[config.mk]
export PLATFORM = sky130hd
export DESIGN_NAME = alu_sched
export DESIGN_NICKNAME = d
export VERILOG_FILES = /design/src/rtl/alu_pkg.sv /design/src/rtl/alu4_core.sv /design/src/rtl/alu_sched.sv
export SDC_FILE = /design/constraint.sdc
export NUM_CORES = 1
export LEC_CHECK = 0
export CORE_MARGIN = 1
export CORE_UTILIZATION = 55
export CTS_BUF_LIST = sky130_fd_sc_hd__clkbuf_16
export CTS_CLUSTER_DIAMETER = 200
export CTS_CLUSTER_SIZE = 24
export DETAILED_ROUTE_END_ITERATION = 8
export DONT_BUFFER_PORTS = 1
export MAX_ROUTING_LAYER = met4
export PLACE_DENSITY = 0.71
export SLEW_MARGIN = 15
export SYNTH_ARGS = -nofsm -noshare
export SYNTH_HDL_FRONTEND = slang
export SYNTH_HIERARCHICAL = 1
export SYNTH_SLANG_ARGS = --single-unit
[constraint.sdc]
create_clock -name clk_i -period 8.1 [get_ports clk_i]
set_input_delay 1.62 -clock clk_i [delete_from_list [all_inputs] [get_ports clk_i]]
set_output_delay 1.62 -clock clk_i [all_outputs]
set_load 0.05 [all_outputs]
[src/rtl/alu_pkg.sv]
// Shared definitions for the ALU scheduler: opcode table, flag bit positions
// and the response-register state encoding.
package alu_pkg;

    // Team ALU opcode table
    localparam logic [3:0] OP_ADD = 4'h0;
    localparam logic [3:0] OP_SUB = 4'h1;
    localparam logic [3:0] OP_MUL = 4'h2;
    localparam logic [3:0] OP_DIV = 4'h3;
    localparam logic [3:0] OP_MOD = 4'h4;
    localparam logic [3:0] OP_AND = 4'h5;
    localparam logic [3:0] OP_OR  = 4'h6;
    localparam logic [3:0] OP_XOR = 4'h7;
    localparam logic [3:0] OP_NOT = 4'h8;
    localparam logic [3:0] OP_RSV = 4'h9;
    localparam logic [3:0] OP_SHL = 4'hA;
    localparam logic [3:0] OP_SHR = 4'hB;
    localparam logic [3:0] OP_LT  = 4'hC;
    localparam logic [3:0] OP_GT  = 4'hD;
    localparam logic [3:0] OP_NE  = 4'hE;
    localparam logic [3:0] OP_EQ  = 4'hF;

    // Bit positions inside the 4-bit flags word {Zero, Carry, Sign, Error}
    localparam int FLAG_Z = 3;
    localparam int FLAG_C = 2;
    localparam int FLAG_S = 1;
    localparam int FLAG_E = 0;

    // Output register occupancy
    typedef enum logic {
        RSP_EMPTY = 1'b0,
        RSP_FULL  = 1'b1
    } rsp_state_e;

endpackage

[src/rtl/alu4_core.sv]
// Purely combinational 4-bit ALU shared by all requesters of alu_sched.
// Carry is only meaningful for ADD/SUB (bit 4 of the 5-bit result); Error is
// raised for DIV/MOD by zero, which also force the result to 0.
module alu4_core
    import alu_pkg::*;
(
    input  logic [3:0] op_i,
    input  logic [3:0] a_i,
    input  logic [3:0] b_i,
    output logic [3:0] result_o,
    output logic [3:0] flags_o
);

    logic [4:0] wideSum;
    logic       carry;
    logic       err;

    // Decode the opcode and form result plus Zero/Carry/Sign/Error flags
    always_comb begin
        wideSum  = '0;
        carry    = 1'b0;
        err      = 1'b0;
        result_o = '0;
        case (op_i)
            OP_ADD: begin
                wideSum  = {1'b0, a_i} + {1'b0, b_i};
                result_o = wideSum[3:0];
                carry    = wideSum[4];
            end
            OP_SUB: begin
                wideSum  = {1'b0, a_i} - {1'b0, b_i};
                result_o = wideSum[3:0];
                carry    = wideSum[4];
            end
            OP_MUL: result_o = a_i * b_i;
            OP_DIV: begin
                if (b_i == 4'd0) err = 1'b1;
                else             result_o = a_i / b_i;
            end
            OP_MOD: begin
                if (b_i == 4'd0) err = 1'b1;
                else             result_o = a_i % b_i;
            end
            OP_AND: result_o = a_i & b_i;
            OP_OR:  result_o = a_i | b_i;
            OP_XOR: result_o = a_i ^ b_i;
            OP_NOT: result_o = ~a_i;
            OP_RSV: result_o = '0;
            OP_SHL: result_o = a_i << b_i;
            OP_SHR: result_o = a_i >> b_i;
            OP_LT:  result_o = {3'b000, (a_i < b_i)};
            OP_GT:  result_o = {3'b000, (a_i > b_i)};
            OP_NE:  result_o = {3'b000, (a_i != b_i)};
            OP_EQ:  result_o = {3'b000, (a_i == b_i)};
            default: result_o = '0;
        endcase
        flags_o         = '0;
        flags_o[FLAG_Z] = (result_o == 4'd0);
        flags_o[FLAG_C] = carry;
        flags_o[FLAG_S] = result_o[3];
        flags_o[FLAG_E] = err;
    end

endmodule

[src/rtl/alu_sched.sv]
// Round-robin scheduler sharing one alu4_core among NREQ requesters, with a
// single registered response port under backpressure.
// Optional build macro ALU_SCHED_STATS_EN adds saturating completion/error
// counters; without it stat_ops_o/stat_err_o are tied to zero.
module alu_sched
    import alu_pkg::*;
#(
    parameter int NREQ = 4,
    parameter int TAGW = $clog2(NREQ)
) (
    input  logic              clk_i,
    input  logic              rst_i,
    input  logic [NREQ-1:0]   req_valid_i,
    output logic [NREQ-1:0]   req_ready_o,
    input  logic [4*NREQ-1:0] req_op_i,
    input  logic [4*NREQ-1:0] req_a_i,
    input  logic [4*NREQ-1:0] req_b_i,
    output logic              rsp_valid_o,
    input  logic              rsp_ready_i,
    output logic [3:0]        rsp_result_o,
    output logic [3:0]        rsp_flags_o,
    output logic [TAGW-1:0]   rsp_tag_o,
    output logic [15:0]       stat_ops_o,
    output logic [7:0]        stat_err_o
);

    rsp_state_e      state_q;
    logic [TAGW-1:0] ptr_q;
    logic [3:0]      rspResult_q;
    logic [3:0]      rspFlags_q;
    logic [TAGW-1:0] rspTag_q;

    logic [TAGW-1:0] candIdx;
    logic [TAGW-1:0] grantIdx;
    logic            grantValid;
    logic            slotFree;
    logic            grantFire;
    logic [3:0]      grantOp;
    logic [3:0]      grantA;
    logic [3:0]      grantB;
    logic [3:0]      aluResult;
    logic [3:0]      aluFlags;

    // Find the first valid requester after ptr; scanning from the far end
    // lets the nearest candidate overwrite the others
    always_comb begin
        grantValid = 1'b0;
        grantIdx   = '0;
        candIdx    = '0;
        for (int k = NREQ; k >= 1; k--) begin
            candIdx = TAGW'((int'(ptr_q) + k) % NREQ);
            if (req_valid_i[candIdx]) begin
                grantValid = 1'b1;
                grantIdx   = candIdx;
            end
        end
    end

    assign slotFree  = (state_q == RSP_EMPTY) || rsp_ready_i;
    assign grantFire = slotFree && grantValid && !rst_i;

    // One-hot accept for the granted requester, silenced during reset
    always_comb begin
        req_ready_o = '0;
        if (grantFire) req_ready_o[grantIdx] = 1'b1;
    end

    assign grantOp = req_op_i[4*grantIdx +: 4];
    assign grantA  = req_a_i[4*grantIdx +: 4];
    assign grantB  = req_b_i[4*grantIdx +: 4];

    alu4_core u_core (
        .op_i     (grantOp),
        .a_i      (grantA),
        .b_i      (grantB),
        .result_o (aluResult),
        .flags_o  (aluFlags)
    );

    // Response register FSM: load on grant, empty on drain without refill
    always_ff @(posedge clk_i) begin
        if (rst_i) begin
            state_q     <= RSP_EMPTY;
            rspResult_q <= '0;
            rspFlags_q  <= '0;
            rspTag_q    <= '0;
            ptr_q       <= TAGW'(NREQ - 1);
        end else if (grantFire) begin
            state_q     <= RSP_FULL;
            rspResult_q <= aluResult;
            rspFlags_q  <= aluFlags;
            rspTag_q    <= grantIdx;
            ptr_q       <= grantIdx;
        end else if ((state_q == RSP_FULL) && rsp_ready_i) begin
            state_q     <= RSP_EMPTY;
        end
    end

    assign rsp_valid_o  = (state_q == RSP_FULL);
    assign rsp_result_o = rspResult_q;
    assign rsp_flags_o  = rspFlags_q;
    assign rsp_tag_o    = rspTag_q;

`ifdef ALU_SCHED_STATS_EN
    logic [15:0] statOps_q;
    logic [7:0]  statErr_q;
    logic        rspFire;

    assign rspFire = rsp_valid_o && rsp_ready_i;

    // Saturating counts of completed responses and of those flagged Error
    always_ff @(posedge clk_i) begin
        if (rst_i) begin
            statOps_q <= '0;
            statErr_q <= '0;
        end else if (rspFire) begin
            if (statOps_q != 16'hFFFF) statOps_q <= statOps_q + 16'd1;
            if (rspFlags_q[FLAG_E] && (statErr_q != 8'hFF)) statErr_q <= statErr_q + 8'd1;
        end
    end

    assign stat_ops_o = statOps_q;
    assign stat_err_o = statErr_q;
`else
    assign stat_ops_o = '0;
    assign stat_err_o = '0;
`endif

endmodule

* Word-level counts from Yosys, hierarchy flattened
Cells that the tools add are included.
** Storage, ports and cells
- Input bits :: 55
- Output and inout port bits :: 39
- Register bits after elaboration :: 13
** Cells by class
- Muxes and demuxes :: 27
- Divide/modulo/power cells :: 2
- Add/sub/neg operators :: 6
- Multiply operators :: 1
- Shift-type cells :: 5
- Reductions and logical operators :: 11
- Equal/unequal tests :: 17
- Order comparisons :: 8
- Bitwise logic cells :: 5
** Operator list (number)
- $pmux W4 S16 :: 1
- $shiftx A16 B5 Y4 :: 3
- $eq A4 B4 Y1 const B :: 8
- $eq A4 B3 Y1 const B :: 4
- $lt A2 B3 Y1 const B :: 5
- $mux W1 :: 13
- $logic_not A4 Y1 :: 3
- $mux W4 :: 3
- $bmux W1 S2 :: 4
- $eq A4 B2 Y1 const B :: 2
- $mux W2 :: 4
- $add A4 B4 Y5 :: 1
- $sub A4 B4 Y5 :: 1
- $add A2 B1 Y2 const B :: 2
- $add A2 B2 Y2 const B :: 2
- $and A4 B4 Y4 :: 1
- $div A4 B4 Y4 :: 1
- $eq A4 B1 Y1 const B :: 1
- $eq A4 B4 Y1 :: 1
- $gt A4 B4 Y1 :: 1
- $logic_and A1 B1 Y1 :: 4
- $lt A4 B4 Y1 :: 1
- $mod A4 B4 Y4 :: 1
- $mul A4 B4 Y4 :: 1
- other kinds (14) :: 14

* Logic depth before layout (Yosys ltp)
Gate-level depths: netlist of the first run.
- Depth in word-level cells :: 12
- Gate-level depth with buffers :: 31
- Depth with buffers taken out :: 28

* Cells and area by module
The synthesis of the first run kept the hierarchy.
** Modules (own cells, without submodules)
- alu4_core :: area an instance 1706.6 um2, instances 1, cells an instance 233
- alu_sched :: area an instance 1236.2 um2, instances 1, cells an instance 142

* Least setup slack after synthesis of the first run
No wires, ideal clock.
- Kind :: input to register
- From :: input req_valid_i[0]
- To :: register rspResult_q[3] (netlist: rsp_result_o[3])
- Arrival time :: 7.332 ns
- Stages :: 30
- Setup slack :: 0.698 ns
- Setup time :: 0.070 ns
- Cell sequence :: o21a_1 a211oi_2 buf_6 buf_8 mux2i_1 mux2i_1 buf_2 inv_1 ha_1 or4b_4 a22oi_2 ha_1 o21a_1 o21ai_1 mux2i_1 ha_1 o21a_1 nor4b_1 o21ai_2 o21a_1 ha_1 o21ai_0 a21oi_2 nor2_8 or3b_2 a21o_1 a41oi_2 buf_4 nand2_1 a21oi_1
** On the way
- Cells in the longest elaborated chain, start to end :: 10
- Elaborated cells on any way between the ends :: 52
- Those cells by class :: add/sub (2); mul (1); div (2); eq/ne (15); shift (5); mux (19); bitwise (4); reduce/logical (4)
** Ends and longest elaborated chain
- start: declaration :: RTL line alu_sched.sv:13 : input logic [NREQ-1:0] req_valid_i,
- $bmux W1 S2 :: RTL line alu_sched.sv:52 : if (req_valid_i[candIdx]) begin
- $mux W1 (implied by the code) :: RTL line alu_sched.sv:52
- $mux W2 (3 in series) :: RTL line alu_sched.sv:52
- $mux W2 (*) :: RTL line alu_sched.sv:52
- $shiftx A16 B5 Y4 (*) :: RTL line alu_sched.sv:70 : assign grantB = req_b_i[4*grantIdx +: 4];
- named net grantB[0] :: RTL line alu_sched.sv:40 : logic [3:0] grantB;
- $mod A4 B4 Y4, or another cell as far along :: RTL line alu4_core.sv:42 : else result_o = a_i % b_i;
- $mux W4 (on tied branches) :: RTL line alu4_core.sv:41, alu4_core.sv:37
- $pmux W4 S16 (*) :: RTL line alu4_core.sv:24 : case (op_i)
- named net aluFlags[1] :: RTL line alu_sched.sv:42 : logic [3:0] aluFlags;
- end signal: assignment :: RTL line alu_sched.sv:90 : rspResult_q <= aluResult;
- end: declaration :: RTL line alu_sched.sv:29 : logic [3:0] rspResult_q;
Mark *: on every way through the listed nets, which the timed path passes. The rest lies on a longest branch. The select of a mux whose other input is x is not followed.
A chain may end at the register's enable or synchronous reset.

* Worst setup path after layout of the first run
- From :: input req_valid_i[0]
- To :: register rspFlags_q[3] (netlist: rsp_flags_o[3])
** On the way
- Cells in the longest elaborated chain, start to end :: 11
- Elaborated cells on any way between the ends :: 57
- Those cells by class :: add/sub (2); mul (1); div (2); order compare (2); eq/ne (17); shift (5); mux (19); bitwise (4); reduce/logical (5)
** Ends and longest elaborated chain
- $bmux W1 S2 :: RTL line alu_sched.sv:52
- $mux W1 (implied by the code) :: RTL line alu_sched.sv:52
- $mux W2 (3 in series) :: RTL line alu_sched.sv:52
- $mux W2 (*) :: RTL line alu_sched.sv:52
- $shiftx A16 B5 Y4 (*) :: RTL line alu_sched.sv:70
- named net grantB[2] :: RTL line alu_sched.sv:40
- $mod A4 B4 Y4, or another cell as far along :: RTL line alu4_core.sv:42
- $mux W4 (on tied branches) :: RTL line alu4_core.sv:41, alu4_core.sv:37
- $pmux W4 S16 (*) :: RTL line alu4_core.sv:24
- named net aluFlags[1] :: RTL line alu_sched.sv:42
- $logic_not A4 Y1 (*) :: RTL line alu4_core.sv:58 : flags_o[FLAG_Z] = (result_o == 4'd0);
- named net aluFlags[3] :: RTL line alu_sched.sv:42
- end signal: assignment :: RTL line alu_sched.sv:91 : rspFlags_q <= aluFlags;
- end: declaration :: RTL line alu_sched.sv:30 : logic [3:0] rspFlags_q;
Marked as above.

==> results of run 1 <==
-- layer usage --
layer	vias up	share of wire, %
met1	1215	43
li1	1282	-
met2	121	47
met4	0	1.6
met3	10	8.4
met5	-	0
-- placed cells by master (no fill, tap or decap), drive strengths merged, types with 2 or more instances in the layout --
cell    instances
a211o           2
a211oi          4
a21o            2
a21oi          27
a22oi           2
a31oi           5
buf            16
clkbuf          3
conb           24
dfxtp          13
fa              3
ha             29
inv            20
mux2i          44
nand2          33
nand2b          7
nand3           3
nand3b          2
nand4           5
nand4b          2
nor2           31
nor2b           5
nor3           10
nor3b           4
nor4            7
nor4b           3
o211ai          4
o21a            7
o21ai          16
o22ai           2
o32a            3
o32ai           2
or3             2
xnor2           7
xor2            5
-- per-stage QoR --
step / hold WS (ps) / std cells / area [um2] / power (mW) / utilization, %
floorplan: 506 / 398 / 3030 / 0.610 / -
global placement: 538 / 434 / 2850 / 0.689 / 55.5
detailed placement: 544 / 434 / 2850 / 0.695 / 55.5
CTS: 554 / 438 / 2930 / 0.787 / 57.0
global route: 594 / 438 / 2930 / 0.852 / 57.0
finish: 552 / 438 / 2930 / 0.792 / 57.0
-- worst paths after layout --
check                                end                  start  slack, ps
max reg2reg  rsp_flags_o[3]$_SDFFE_PP0P_  ptr_q[0]$_SDFFE_PP1P_       1830
max          rsp_flags_o[3]$_SDFFE_PP0P_         req_valid_i[0]        740
min reg2reg        ptr_q[1]$_SDFFE_PP1P_  ptr_q[1]$_SDFFE_PP1P_        550
min                ptr_q[1]$_SDFFE_PP1P_  ptr_q[1]$_SDFFE_PP1P_        550
-- where the power goes --
part,switching [mW],total (mW),internal (mW),leakage (nW)
sequential,0.0442,0.120,0.0759,0.107
clock,0.0251,0.0900,0.0649,0.0423
combinational,0.352,0.582,0.230,1.12
-- tightest hold or removal path, stage by stage, from the launching register on --
cell and delay [ps]:
sky130_fd_sc_hd__dfxtp_1 380, sky130_fd_sc_hd__a21oi_1 90, sky130_fd_sc_hd__nand2_1 50
-- area by class of cell --
cell class | instances | area [um2] | share of cell area (%)
multi-input combinational | 316 | 2310 | 78.8
clock inverter | 1 | 3.75 | 0.128
inverter | 19 | 73.8 | 2.52
clock buffer | 3 | 75.1 | 2.56
sequential | 13 | 260 | 8.88
timing repair buffer | 16 | 120 | 4.10
tap | 70 | 87.6 | 2.99
-- cells by family (layout without fill, tap and decap cells) --
group	count (synthesis)	in the layout	synth area share, %
fa+ha+maj	32	32	14.4
buf+inv	69	39	15.9
other cells	1	24	0.127
simple gates	120	120	23.0
mux	44	44	15.0
xor+xnor	12	12	3.57
flops	13	13	8.84
compound gates	84	84	19.3
-- registers in the layout, summed over array words and instances, names as in the netlist --
signal,cells
rsp_tag_o,2
rsp_result_o,4
rsp_valid_o,1
rsp_flags_o,4
ptr_q,2
==> results.rst, run 1 <==
.. list-table::
   :header-rows: 1

   * - Metric
     - Value
   * - Vias per std cell
     - 6.00
   * - CTS Root Buffer Type
     - sky130_fd_sc_hd__clkbuf_16
   * - Post-Synthesis Cells
     - about 380
   * - Global routing usage on met3
     - between 4 and 5%
   * - Power per cell area
     - roughly 270 mW/mm2
   * - Top-Level Pins
     - between 90 and 100
   * - Clock transition time at the flip-flop clock pins of the worst setup and hold paths
     - about 40 ps
   * - Data arrival time of the critical path
     - roughly 7500 ps
   * - Most common cell on crit path
     - sky130_fd_sc_hd__o21a_1
   * - # port buffers
     - 0
   * - Normalized max-slew margin
     - between 30% and 40%
   * - Placer Congestion
     - about 0.94
   * - Busiest layer in global routing
     - met2
   * - Die span in y
     - 75.1 um
   * - Final slew viol count
     - 0
   * - Slowest CP cell
     - sky130_fd_sc_hd__or4b_4
   * - Buffer levels on the longest clock path
     - 2
   * - Number of maximum-capacitance violations
     - 0
   * - Met1 track utilization from global routing
     - a little under a third
   * - Worst-Margin Slew
     - slightly above 900 ps
   * - Cts-stage hold buffer count
     - 0
   * - Placed wire-length estimate
     - around 5800 um
   * - Pleak
     - 1.27 nW
   * - Number of synthesized flops with an enable pin
     - 0
   * - Aggregate global-route resource usage
     - 25.6%
   * - Cell family with the largest share of critical-path delay
     - compound AO/OA/AOI/OAI gates
   * - Flops & latches, synth
     - 13
   * - Number of cells on the worst reg-to-reg path
     - 26
   * - N_diodes
     - 0
   * - TritonCTS clock tree
     - done
   * - Yosys top cell area share
     - about 15%
   * - Die extent in x
     - 75.1 um
   * - Fraction of final layout cells sized beyond drive strength 1
     - under 10%
   * - GR Util met2
     - a little over two fifths
   * - Synth area leaders
     - sky130_fd_sc_hd__mux2i_1 (15%), sky130_fd_sc_hd__ha_1 (12%), sky130_fd_sc_hd__dfxtp_1 (8.8%), sky130_fd_sc_hd__buf_4 (7.7%), sky130_fd_sc_hd__a21oi_1 (4.4%)
   * - DRT iter0 DRCs
     - roughly 290
   * - Number of buffers created by CTS
     - 3
   * - Post-DRT Antenna Nets
     - 0
   * - Routed via count
     - ~2600
   * - Count of TritonRoute iterations in the first routing pass
     - 4
   * - DR DRC count
     - 0
   * - Via count of the first global-routing pass
     - 2263
   * - Highest attainable clock frequency
     - between 0.1 and 0.15 GHz
   * - Critical setup path kind
     - in -> reg
   * - Cell area after synthesis
     - 0.00294 mm2
   * - Sinks on Clock Net
     - 13
   * - Status
     - completed
   * - Number of H-tree levels
     - 1
   * - Largest incremental delay on the critical path
     - around 570 ps
   * - Synthesized area per cell
     - between 7 and 8 um2
   * - Most instantiated library cell after synthesis
     - sky130_fd_sc_hd__mux2i_1
   * - Wire length of the first global-routing pass
     - between 10000 and 15000 um
   * - Proportion of synthesized flip-flops having asynchronous set or reset
     - 0%
   * - Remaining Overflow, GRT
     - 0
   * - Floorplan Core Area
     - 0.00514 mm2
   * - Largest net degree at the start of global routing
     - 28
   * - Clk Latency, worst-skew pair
     - between 200 and 250 ps
   * - Starting density of the core
     - approximately 57%
   * - Overall routed net length
     - roughly 7400 um
   * - Unrepaired setup endpoints after global routing
     - false
   * - Highest ir drop seen on vdd
     - between 0.00015 and 0.0002 V
   * - CP Buf/Inv Count
     - 1
   * - Area delta synth->final
     - -0.425%
   * - Summed negative setup slack over all endpoints
     - 0 ps
   * - Number of different library cells in the post-synthesis netlist
     - 68
   * - Most used DFF post-synth
     - sky130_fd_sc_hd__dfxtp_1
   * - Final worst setup slack
     - about 740 ps
   * - Die Area
     - between 0.005 and 0.006 mm2
   * - Finish-stage setup viols
     - 0
   * - Instance count along the most critical hold path
     - 2
   * - Number of antenna violations at the first check in global routing
     - 0
   * - Number of gates on the worst path with buffers counted
     - 26
   * - Number of hold violations in the final report
     - 0
   * - Largest driver fanout on the critical path
     - 27
   * - Most numerous cell types in the synthesized netlist
     - sky130_fd_sc_hd__mux2i_1 (44), sky130_fd_sc_hd__nand2_1 (33), sky130_fd_sc_hd__buf_4 (30), sky130_fd_sc_hd__nor2_1 (30), sky130_fd_sc_hd__ha_1 (29)
   * - Filler cell count in the final layout
     - 501
   * - Required time worst endpoint
     - about 8200 ps
   * - Post-CTS setup buffer count
     - 0
   * - Post-Place Worst Slack
     - around 520 ps
   * - Worst clock skew on the final layout
     - around 3.1 ps
   * - DR WL/cell
     - around 17 um
   * - Portion of the clock cycle consumed by the worst path in the final layout
     - approximately nine tenths
   * - Post-synth top area cell
     - sky130_fd_sc_hd__mux2i_1
   * - Shortest clock period the worst path allows after layout
     - 7360 ps
   * - Final net count
     - between 400 and 500
   * - Proportion of synthesized chip area in sequential cells
     - around 8.8%
   * - Post-CTS sizing
     - 0
   * - Element type at the critical path end
     - flop
   * - Standard-cell rows
     - 26
   * - Sort of element at the start of the critical path
     - input pin
   * - Total of warnings raised by yosys
     - 6
   * - Type of the worst min-delay path
     - reg -> reg
Note: power is estimated with default switching activity, not from simulation.
==> inputs of run 2 (changes only) <==
--- a/config.mk
+++ b/config.mk
@@ -5,15 +5,17 @@
 export SDC_FILE = /design/constraint.sdc
 export NUM_CORES = 1
 export LEC_CHECK = 0
-export CORE_MARGIN = 1
-export CORE_UTILIZATION = 55
+export CELL_PAD_IN_SITES_DETAIL_PLACEMENT = 1
+export CELL_PAD_IN_SITES_GLOBAL_PLACEMENT = 2
+export CORE_UTILIZATION = 37
 export CTS_BUF_LIST = sky130_fd_sc_hd__clkbuf_16
 export CTS_CLUSTER_DIAMETER = 200
 export CTS_CLUSTER_SIZE = 24
 export DETAILED_ROUTE_END_ITERATION = 8
 export DONT_BUFFER_PORTS = 1
 export MAX_ROUTING_LAYER = met4
-export PLACE_DENSITY = 0.71
+export PLACE_DENSITY = 0.84
+export SETUP_SLACK_MARGIN = 0.5
 export SLEW_MARGIN = 15
 export SYNTH_ARGS = -nofsm -noshare
 export SYNTH_HDL_FRONTEND = slang
==> run 2 against run 1 <==
Compared with the run above: clock skew shrank 1.3 ps; register-to-register slack is essentially flat; sequential share of layout area shrank 0.31 points; power grew 4.0%; worst hold slack gained 15 ps; non-clock buffer count grew 5; clock power grew 2.6%; utilization shrank 18 points; die area grew 47%; via count grew 1.3%; largest cell class unchanged.
==> results.rst, run 2 (synthesis gave the netlist of run 1 again) <==
.. list-table::
   :header-rows: 1

   * - Metric
     - Value
   * - Buffer levels on the longest clock path
     - 2 (unchanged)
   * - Placer Congestion
     - 0.912 (-3.3%)
   * - Status
     - completed
   * - Remaining Overflow, GRT
     - 0 (unchanged)
   * - Clock transition time at the flip-flop clock pins of the worst setup and hold paths
     - 50 ps (about the same)
   * - Standard-cell rows
     - 32 (+23%)
   * - Starting density of the core
     - 38.1% (-19 points)
   * - Number of hold violations in the final report
     - 0 (unchanged)
   * - Pleak
     - 1.31 nW (+2.8%)
   * - Highest ir drop seen on vdd
     - 0.000109 V (-41%)
   * - Number of maximum-capacitance violations
     - 0 (unchanged)
   * - DRT iter0 DRCs
     - 140 (-51%)
   * - Clk Latency, worst-skew pair
     - 240 ps (about the same)
   * - Total Power
     - 0.824 mW (+4.0%)
   * - Shortest clock period the worst path allows after layout
     - 7220 ps (-137 ps)
   * - Endpoint of the worst-slack reg-to-reg timing path
     - rsp_flags_o[3]$_SDFFE_PP0P_
   * - Cts-stage hold buffer count
     - 0 (unchanged)
   * - Sinks on Clock Net
     - 13 (unchanged)
   * - Element type at the critical path end
     - flop
   * - Largest driver fanout on the critical path
     - 7 (-74%)
   * - Most common cell after layout, fill and taps aside
     - sky130_fd_sc_hd__mux2i_1
   * - Worst-Margin Slew
     - 925 ps (+2.45 ps)
   * - Fraction of final layout cells sized beyond drive strength 1
     - 11.0% (+1.2 points)
   * - Area delta synth->final
     - 3.23%
   * - Via count of the first global-routing pass
     - 2691 (+19%)
   * - Number of cells on the worst reg-to-reg path
     - 27 (+3.8%)
   * - Final net count
     - 461 (+1.1%)
   * - Capture point of the critical path
     - rsp_flags_o[3]$_SDFFE_PP0P_
   * - Placed wire-length estimate
     - 6670 um (+15%)
   * - Unrepaired setup endpoints after global routing
     - false
   * - # port buffers
     - 0 (unchanged)
   * - Routed via count
     - 2661 (+1.3%)
   * - Critical path startpoint
     - req_valid_i[3]
   * - Highest attainable clock frequency
     - 0.138 GHz (+1.9%)
   * - CTS Root Buffer Type
     - sky130_fd_sc_hd__clkbuf_16
   * - Power per cell area
     - 271 mW/mm2 (+0.30%)
   * - Wire length of the first global-routing pass
     - 13400 um (+26%)
   * - Critical hold path startpoint
     - ptr_q[1]$_SDFFE_PP1P_
   * - Top-Level Pins
     - 94 (unchanged)
   * - Die extent in x
     - 91.2 um (+21%)
   * - Required time worst endpoint
     - 8230 ps (about the same)
   * - Data arrival time of the critical path
     - 7350 ps (-130 ps)
   * - Number of antenna violations at the first check in global routing
     - 0 (unchanged)
   * - Worst clock skew on the final layout
     - 1.80 ps (-1.27 ps)
   * - Worst reg2reg setup slack
     - 1830 ps (about the same)
   * - Summed negative setup slack over all endpoints
     - 0 ps (unchanged)
   * - Die Area
     - 0.00831 mm2 (+47%)
   * - Sort of element at the start of the critical path
     - input pin
   * - Die span in y
     - 91.2 um (+21%)
   * - Beginning of the worst register-to-register path
     - ptr_q[0]$_SDFFE_PP1P_
   * - Normalized max-slew margin
     - 38.2% (+1.5 points)
   * - Number of H-tree levels
     - 1 (unchanged)
   * - Number of buffers created by CTS
     - 3 (unchanged)
   * - Final slew viol count
     - 0 (unchanged)
   * - Count of TritonRoute iterations in the first routing pass
     - 4 (unchanged)
   * - Floorplan Core Area
     - 0.00773 mm2 (+50%)
   * - Portion of the clock cycle consumed by the worst path in the final layout
     - 89.2% (-1.7 points)
   * - Aggregate global-route resource usage
     - 20.5% (-5.1 points)
   * - Post-DRT Antenna Nets
     - 0 (unchanged)
   * - Largest net degree at the start of global routing
     - 24 (-14%)
   * - Most frequent cells in the layout
     - sky130_fd_sc_hd__mux2i_1 (44), sky130_fd_sc_hd__nand2_1 (33), sky130_fd_sc_hd__nor2_1 (30), sky130_fd_sc_hd__ha_1 (29), sky130_fd_sc_hd__a21oi_1 (26)
   * - Overall routed net length
     - 8210 um (+12%)
   * - DR DRC count
     - 0 (unchanged)
   * - Finish-stage setup viols
     - 0 (unchanged)
   * - DR WL/cell
     - 17.3 um (+3.0%)
   * - Worst hold slack
     - 567 ps (+14.9 ps)
   * - Type of the worst min-delay path
     - reg -> reg
   * - N_diodes
     - 0 (unchanged)
   * - Vias per std cell
     - 5.60 (-6.6%)
   * - TritonCTS clock tree
     - done
   * - Critical setup path kind
     - in -> reg
   * - Filler cell count in the final layout
     - 974 (+94%)
run 2: cell count changes in the layout (fill, tap and decap cells not counted), sizes merged:
cell    previous run  this run
clkbuf             3         4
buf               16        20
run 2: worst min path at each step:
stage	end	slack (ps)	cells past startpoint
2_1_floorplan	ptr_q[1]$_SDFFE_PP1P_	510	2
3_3_place_gp	ptr_q[1]$_SDFFE_PP1P_	540	2
3_5_place_dp	ptr_q[1]$_SDFFE_PP1P_	560	2
4_1_cts	ptr_q[1]$_SDFFE_PP1P_	580	2
5_1_grt	ptr_q[1]$_SDFFE_PP1P_	620	2
6_report	ptr_q[1]$_SDFFE_PP1P_	570	2
run 2: critical path: stages:
cell                       delay (ps)
sky130_fd_sc_hd__nand2b_1         120
sky130_fd_sc_hd__o21ai_0          130
sky130_fd_sc_hd__a211o_1          450
sky130_fd_sc_hd__mux2i_1          200
sky130_fd_sc_hd__buf_4            160
sky130_fd_sc_hd__ha_1             160
sky130_fd_sc_hd__or4b_4           460
sky130_fd_sc_hd__a22oi_2          200
sky130_fd_sc_hd__ha_1             280
sky130_fd_sc_hd__o21a_1           120
sky130_fd_sc_hd__o21ai_1          230
sky130_fd_sc_hd__mux2i_1          300
sky130_fd_sc_hd__ha_1             310
sky130_fd_sc_hd__o21a_1           140
sky130_fd_sc_hd__nor4b_1          340
sky130_fd_sc_hd__o21ai_2          110
sky130_fd_sc_hd__o21a_1           140
sky130_fd_sc_hd__ha_1             310
sky130_fd_sc_hd__o21ai_0          110
sky130_fd_sc_hd__a21oi_2          260
sky130_fd_sc_hd__nor2_8            70
sky130_fd_sc_hd__or3b_2           460
sky130_fd_sc_hd__a21o_1           200
sky130_fd_sc_hd__a41oi_2          240
sky130_fd_sc_hd__nor4_1            80
sky130_fd_sc_hd__nand2_1           70
sky130_fd_sc_hd__a21oi_1           70
run 2: routing by layer:
metal | up-vias | global-route usage [%] | part of all wire [%]
met5 | - | - | 0
met1 | 1246 | 25.4 | 43
met2 | 112 | 34.4 | 48
li1 | 1289 | - | -
met4 | 0 | 5.69 | 2.4
met3 | 14 | 3.52 | 6.8
run 2: power by group:
part	total (mW)	internal [mW]	leakage (nW)	switching, mW
Sequential	0.121	0.0759	0.107	0.0448
Combinational	0.611	0.246	1.16	0.365
Clock	0.0923	0.0651	0.0423	0.0272
run 2: layout make-up:
class	count	area, um2	area share (%)
timing repair buffer	21	188	6.18
tap	102	128	4.20
clock buffer	3	75.1	2.47
multi-input combinational	316	2310	76.0
sequential	13	260	8.57
clock inverter	1	3.75	0.124
inverter	19	73.8	2.43
run 2: timing repair:
action / 4_1_cts / 5_1_grt
setup buffers: 0 / 4
setup endpoints to repair: 0 / 3
gates resized for setup: 0 / 4
run 2: through the flow:
step           area (um2)  util, %  setup WS (ps)  cells
3_3_place_gp         2890     37.4            694    466
3_5_place_dp         2890     37.4            498    466
4_1_cts              2970     38.4            742    470
5_1_grt              3040     39.3            500    475
6_report             3040     39.3            878    475
2_1_floorplan        3030        -            698    398
==> inputs of run 3 (changes only) <==
--- a/config.mk
+++ b/config.mk
@@ -7,6 +7,7 @@
 export LEC_CHECK = 0
 export CELL_PAD_IN_SITES_DETAIL_PLACEMENT = 1
 export CELL_PAD_IN_SITES_GLOBAL_PLACEMENT = 2
+export CORE_ASPECT_RATIO = 0.6
 export CORE_UTILIZATION = 37
 export CTS_BUF_LIST = sky130_fd_sc_hd__clkbuf_16
 export CTS_CLUSTER_DIAMETER = 200
==> run 3 against run 2 <==
Compared with the run above: global-route usage increased by 2.0 points; utilization increased by 0.88 points; flip-flop and latch count unchanged; clock power rose by 1%; combinational power grew 1%.
==> results.rst, run 3 (synthesis gave the netlist of run 1 again) <==
.. list-table::
   :header-rows: 1

   * - Metric
     - Value
   * - Instance count along the most critical hold path
     - 2 (unchanged)
   * - Routed via count
     - 2677 (+0.60%)
   * - Sequential Power Share
     - 14.5% (about the same)
   * - Via count of the first global-routing pass
     - 2607 (-3.1%)
   * - Number of H-tree levels
     - 1 (unchanged)
   * - Net Switching
     - 0.456 mW (+4.2%)
   * - GR Util met2
     - 31.6% (-2.8 points)
   * - Status
     - completed
   * - Wire length of the first global-routing pass
     - 13900 um (+3.5%)
   * - Pleak
     - 1.29 nW (-1.6%)
   * - Largest driver fanout on the critical path
     - 13 (+6)
   * - Largest net degree at the start of global routing
     - 24 (unchanged)
   * - Standard-cell rows
     - 24 (-25%)
   * - Finish-stage setup viols
     - 0 (unchanged)
   * - Cts-stage hold buffer count
     - 0 (unchanged)
   * - Worst clock skew on the final layout
     - 1.49 ps (-0.313 ps)
   * - Floorplan Core Area
     - 0.00748 mm2 (-3.2%)
   * - N_diodes
     - 0 (unchanged)
   * - DR WL/cell
     - 19.1 um (+11%)
   * - Starting density of the core
     - 39.4% (+1.3 points)
   * - Buffer levels on the longest clock path
     - 2 (unchanged)
   * - DRT iter0 DRCs
     - 218 (+56%)
   * - Largest incremental delay on the critical path
     - 480 ps (+20 ps)
   * - Required time worst endpoint
     - 8230 ps (about the same)
   * - Most frequent cells in the layout
     - sky130_fd_sc_hd__mux2i_1 (44), sky130_fd_sc_hd__nand2_1 (33), sky130_fd_sc_hd__nor2_1 (30), sky130_fd_sc_hd__ha_1 (29), sky130_fd_sc_hd__a21oi_1 (26)
   * - Die span in y
     - 71.1 um (-22%)
   * - Final instance count without filler cells
     - 475 (unchanged)
   * - Post-DRT Antenna Nets
     - 0 (unchanged)
   * - Final net count
     - 459 (-0.43%)
   * - Number of buffers created by CTS
     - 3 (unchanged)
   * - Combinational power share
     - 74.3% (about the same)
   * - Remaining Overflow, GRT
     - 0 (unchanged)
   * - Highest attainable clock frequency
     - 0.140 GHz (+0.94%)
   * - Number of cells in the design after placement
     - 469 (+0.64%)
   * - Summed negative setup slack over all endpoints
     - 0 ps (unchanged)
   * - Final slew viol count
     - 0 (unchanged)
   * - Clock transition time at the flip-flop clock pins of the worst setup and hold paths
     - 50 ps (about the same)
   * - Highest ir drop seen on vdd
     - 0.000117 V (+6.6%)
   * - Worst-Margin Slew
     - 938 ps (+13.2 ps)
   * - # port buffers
     - 0 (unchanged)
   * - Worst hold slack
     - 612 ps (+44.7 ps)
   * - Share of power burned in the clock network
     - 11.2% (about the same)
   * - Portion of the clock cycle consumed by the worst path in the final layout
     - 88.3% (-0.83 points)
   * - Top-Level Pins
     - 94 (unchanged)
   * - Final worst setup slack
     - 946 ps (+67.3 ps)
   * - Critical hold path startpoint
     - ptr_q[1]$_SDFFE_PP1P_
   * - CTS Root Buffer Type
     - sky130_fd_sc_hd__clkbuf_16
   * - Critical setup path kind
     - in -> reg
   * - Most common cell on crit path
     - sky130_fd_sc_hd__ha_1
   * - Area taken by flip-flops and latches
     - 260 um2 (unchanged)
   * - Type of the worst min-delay path
     - reg -> reg
   * - Aggregate global-route resource usage
     - 22.6% (+2.0 points)
   * - Element type at the critical path end
     - flop
   * - Die extent in x
     - 117 um (+28%)
   * - Number of hold violations in the final report
     - 0 (unchanged)
   * - Placer Congestion
     - 0.942 (+3.3%)
   * - Switching Share
     - 54.7% (+1.6 points)
   * - Die Area
     - 0.00833 mm2 (+0.15%)
   * - Worst reg2reg setup slack
     - 1940 ps (+110 ps)
   * - Sort of element at the start of the critical path
     - input pin
   * - Placed wire-length estimate
     - 7440 um (+11%)
   * - Clk Latency, worst-skew pair
     - 240 ps (about the same)
   * - Count of TritonRoute iterations in the first routing pass
     - 4 (unchanged)
   * - Power per cell area
     - 277 mW/mm2 (+2.3%)
   * - Global routing usage on met3
     - 5.74% (+2.2 points)
   * - Normalized max-slew margin
     - 37.4% (-0.88 points)
   * - Number of antenna violations at the first check in global routing
     - 0 (unchanged)
   * - Vias per std cell
     - 5.64 (+0.60%)
   * - Post-Place Worst Slack
     - 317 ps (-181 ps)
   * - Most common cell after layout, fill and taps aside
     - sky130_fd_sc_hd__mux2i_1
   * - Number of cells on the worst reg-to-reg path
     - 28 (+3.7%)
   * - Slowest CP cell
     - sky130_fd_sc_hd__or3b_2
   * - Beginning of the worst register-to-register path
     - ptr_q[0]$_SDFFE_PP1P_
   * - Fraction of final layout cells sized beyond drive strength 1
     - 11.3% (+0.33 points)
   * - Data arrival time of the critical path
     - 7290 ps (-60 ps)
   * - Area delta synth->final
     - 2.13%
   * - Area of combinational cells with multiple inputs
     - 0.00231 mm2 (+0.22%)
   * - Overall routed net length
     - 9090 um (+11%)
   * - Endpoint of the worst-slack reg-to-reg timing path
     - rsp_flags_o[3]$_SDFFE_PP0P_
   * - Met1 track utilization from global routing
     - 33.4% (+8.1 points)
   * - Sinks on Clock Net
     - 13 (unchanged)
   * - TritonCTS clock tree
     - done
   * - Unrepaired setup endpoints after global routing
     - false
   * - Number of maximum-capacitance violations
     - 0 (unchanged)
   * - Hold Crit Endpoint
     - ptr_q[1]$_SDFFE_PP1P_
   * - Shortest clock period the worst path allows after layout
     - 7150 ps (-67.3 ps)
   * - Filler cell count in the final layout
     - 925 (-5.0%)
   * - Total Power
     - 0.834 mW (+1.2%)
   * - Busiest layer in global routing
     - met1
   * - Cell-internal power
     - 0.378 mW (-2.3%)
   * - DR DRC count
     - 0 (unchanged)
[run 3: power by group through the flow]
| stage | Combinational, mW | Clock, mW | Sequential [mW] |
|---|---|---|---|
| after detailed placement | 0.606 | 0 | 0.122 |
| after CTS | 0.609 | 0.0951 | 0.121 |
| after global placement | 0.593 | 0 | 0.122 |
| final | 0.619 | 0.0934 | 0.121 |
| after global routing | 0.676 | 0.0990 | 0.122 |
| after floorplan | 0.491 | 0 | 0.119 |
[run 3: cell type report]
class,instances,share of cell area [%]
Clock inverter,1,0.167
Multi-Input combinational cell,316,77.0
Clock buffer,3,2.50
Tap cell,104,4.33
Timing Repair Buffer,19,4.87
Inverter,19,2.46
Sequential cell,13,8.66
[run 3: repair_timing]
action / 4_1_cts / 5_1_grt
setup endpoints to repair: 0 / 3
buffers inserted: 0 / 2
gates resized for setup: 0 / 4
[run 3: worst max path at each step]
stage,end,slack [ps],start,depth (start not counted)
global placement,rsp_flags_o[3]$_SDFFE_PP0P_,500,req_valid_i[0],26
CTS,rsp_flags_o[3]$_SDFFE_PP0P_,560,req_valid_i[0],26
finish,rsp_flags_o[3]$_SDFFE_PP0P_,950,req_valid_i[0],28
floorplan,rsp_result_o[3]$_SDFFE_PP0P_,700,req_valid_i[0],30
detailed placement,rsp_flags_o[3]$_SDFFE_PP0P_,320,req_valid_i[0],26
global route,rsp_flags_o[3]$_SDFFE_PP0P_,520,req_valid_i[0],28
[run 3: routing by layer]
layer  vias to the layer above  part of all wire [%]  routed length, um
met4                         0                  0.37                 34
met3                         4                   8.3                757
met2                       112                    41               3710
met5                         -                     0                  0
met1                      1281                    50               4590
li1                       1280                     -                  -
[run 3: through the flow]
step / instance area (um2) / utilization, %
after floorplan: 3030 / -
after global placement: 2900 / 38.8
after detailed placement: 2900 / 38.8
after CTS: 2980 / 39.9
after global routing: 3010 / 40.2
final: 3010 / 40.2
[run 3: worst max-delay path: cells and delay by family]
family	cells	cell delay [ps]
AND/OR/NAND/NOR	8	1470
AO/OA/AOI/OAI	12	2470
adder cells (fa/ha/maj)	4	1130
buffers and inverters	2	310
multiplexers	2	280
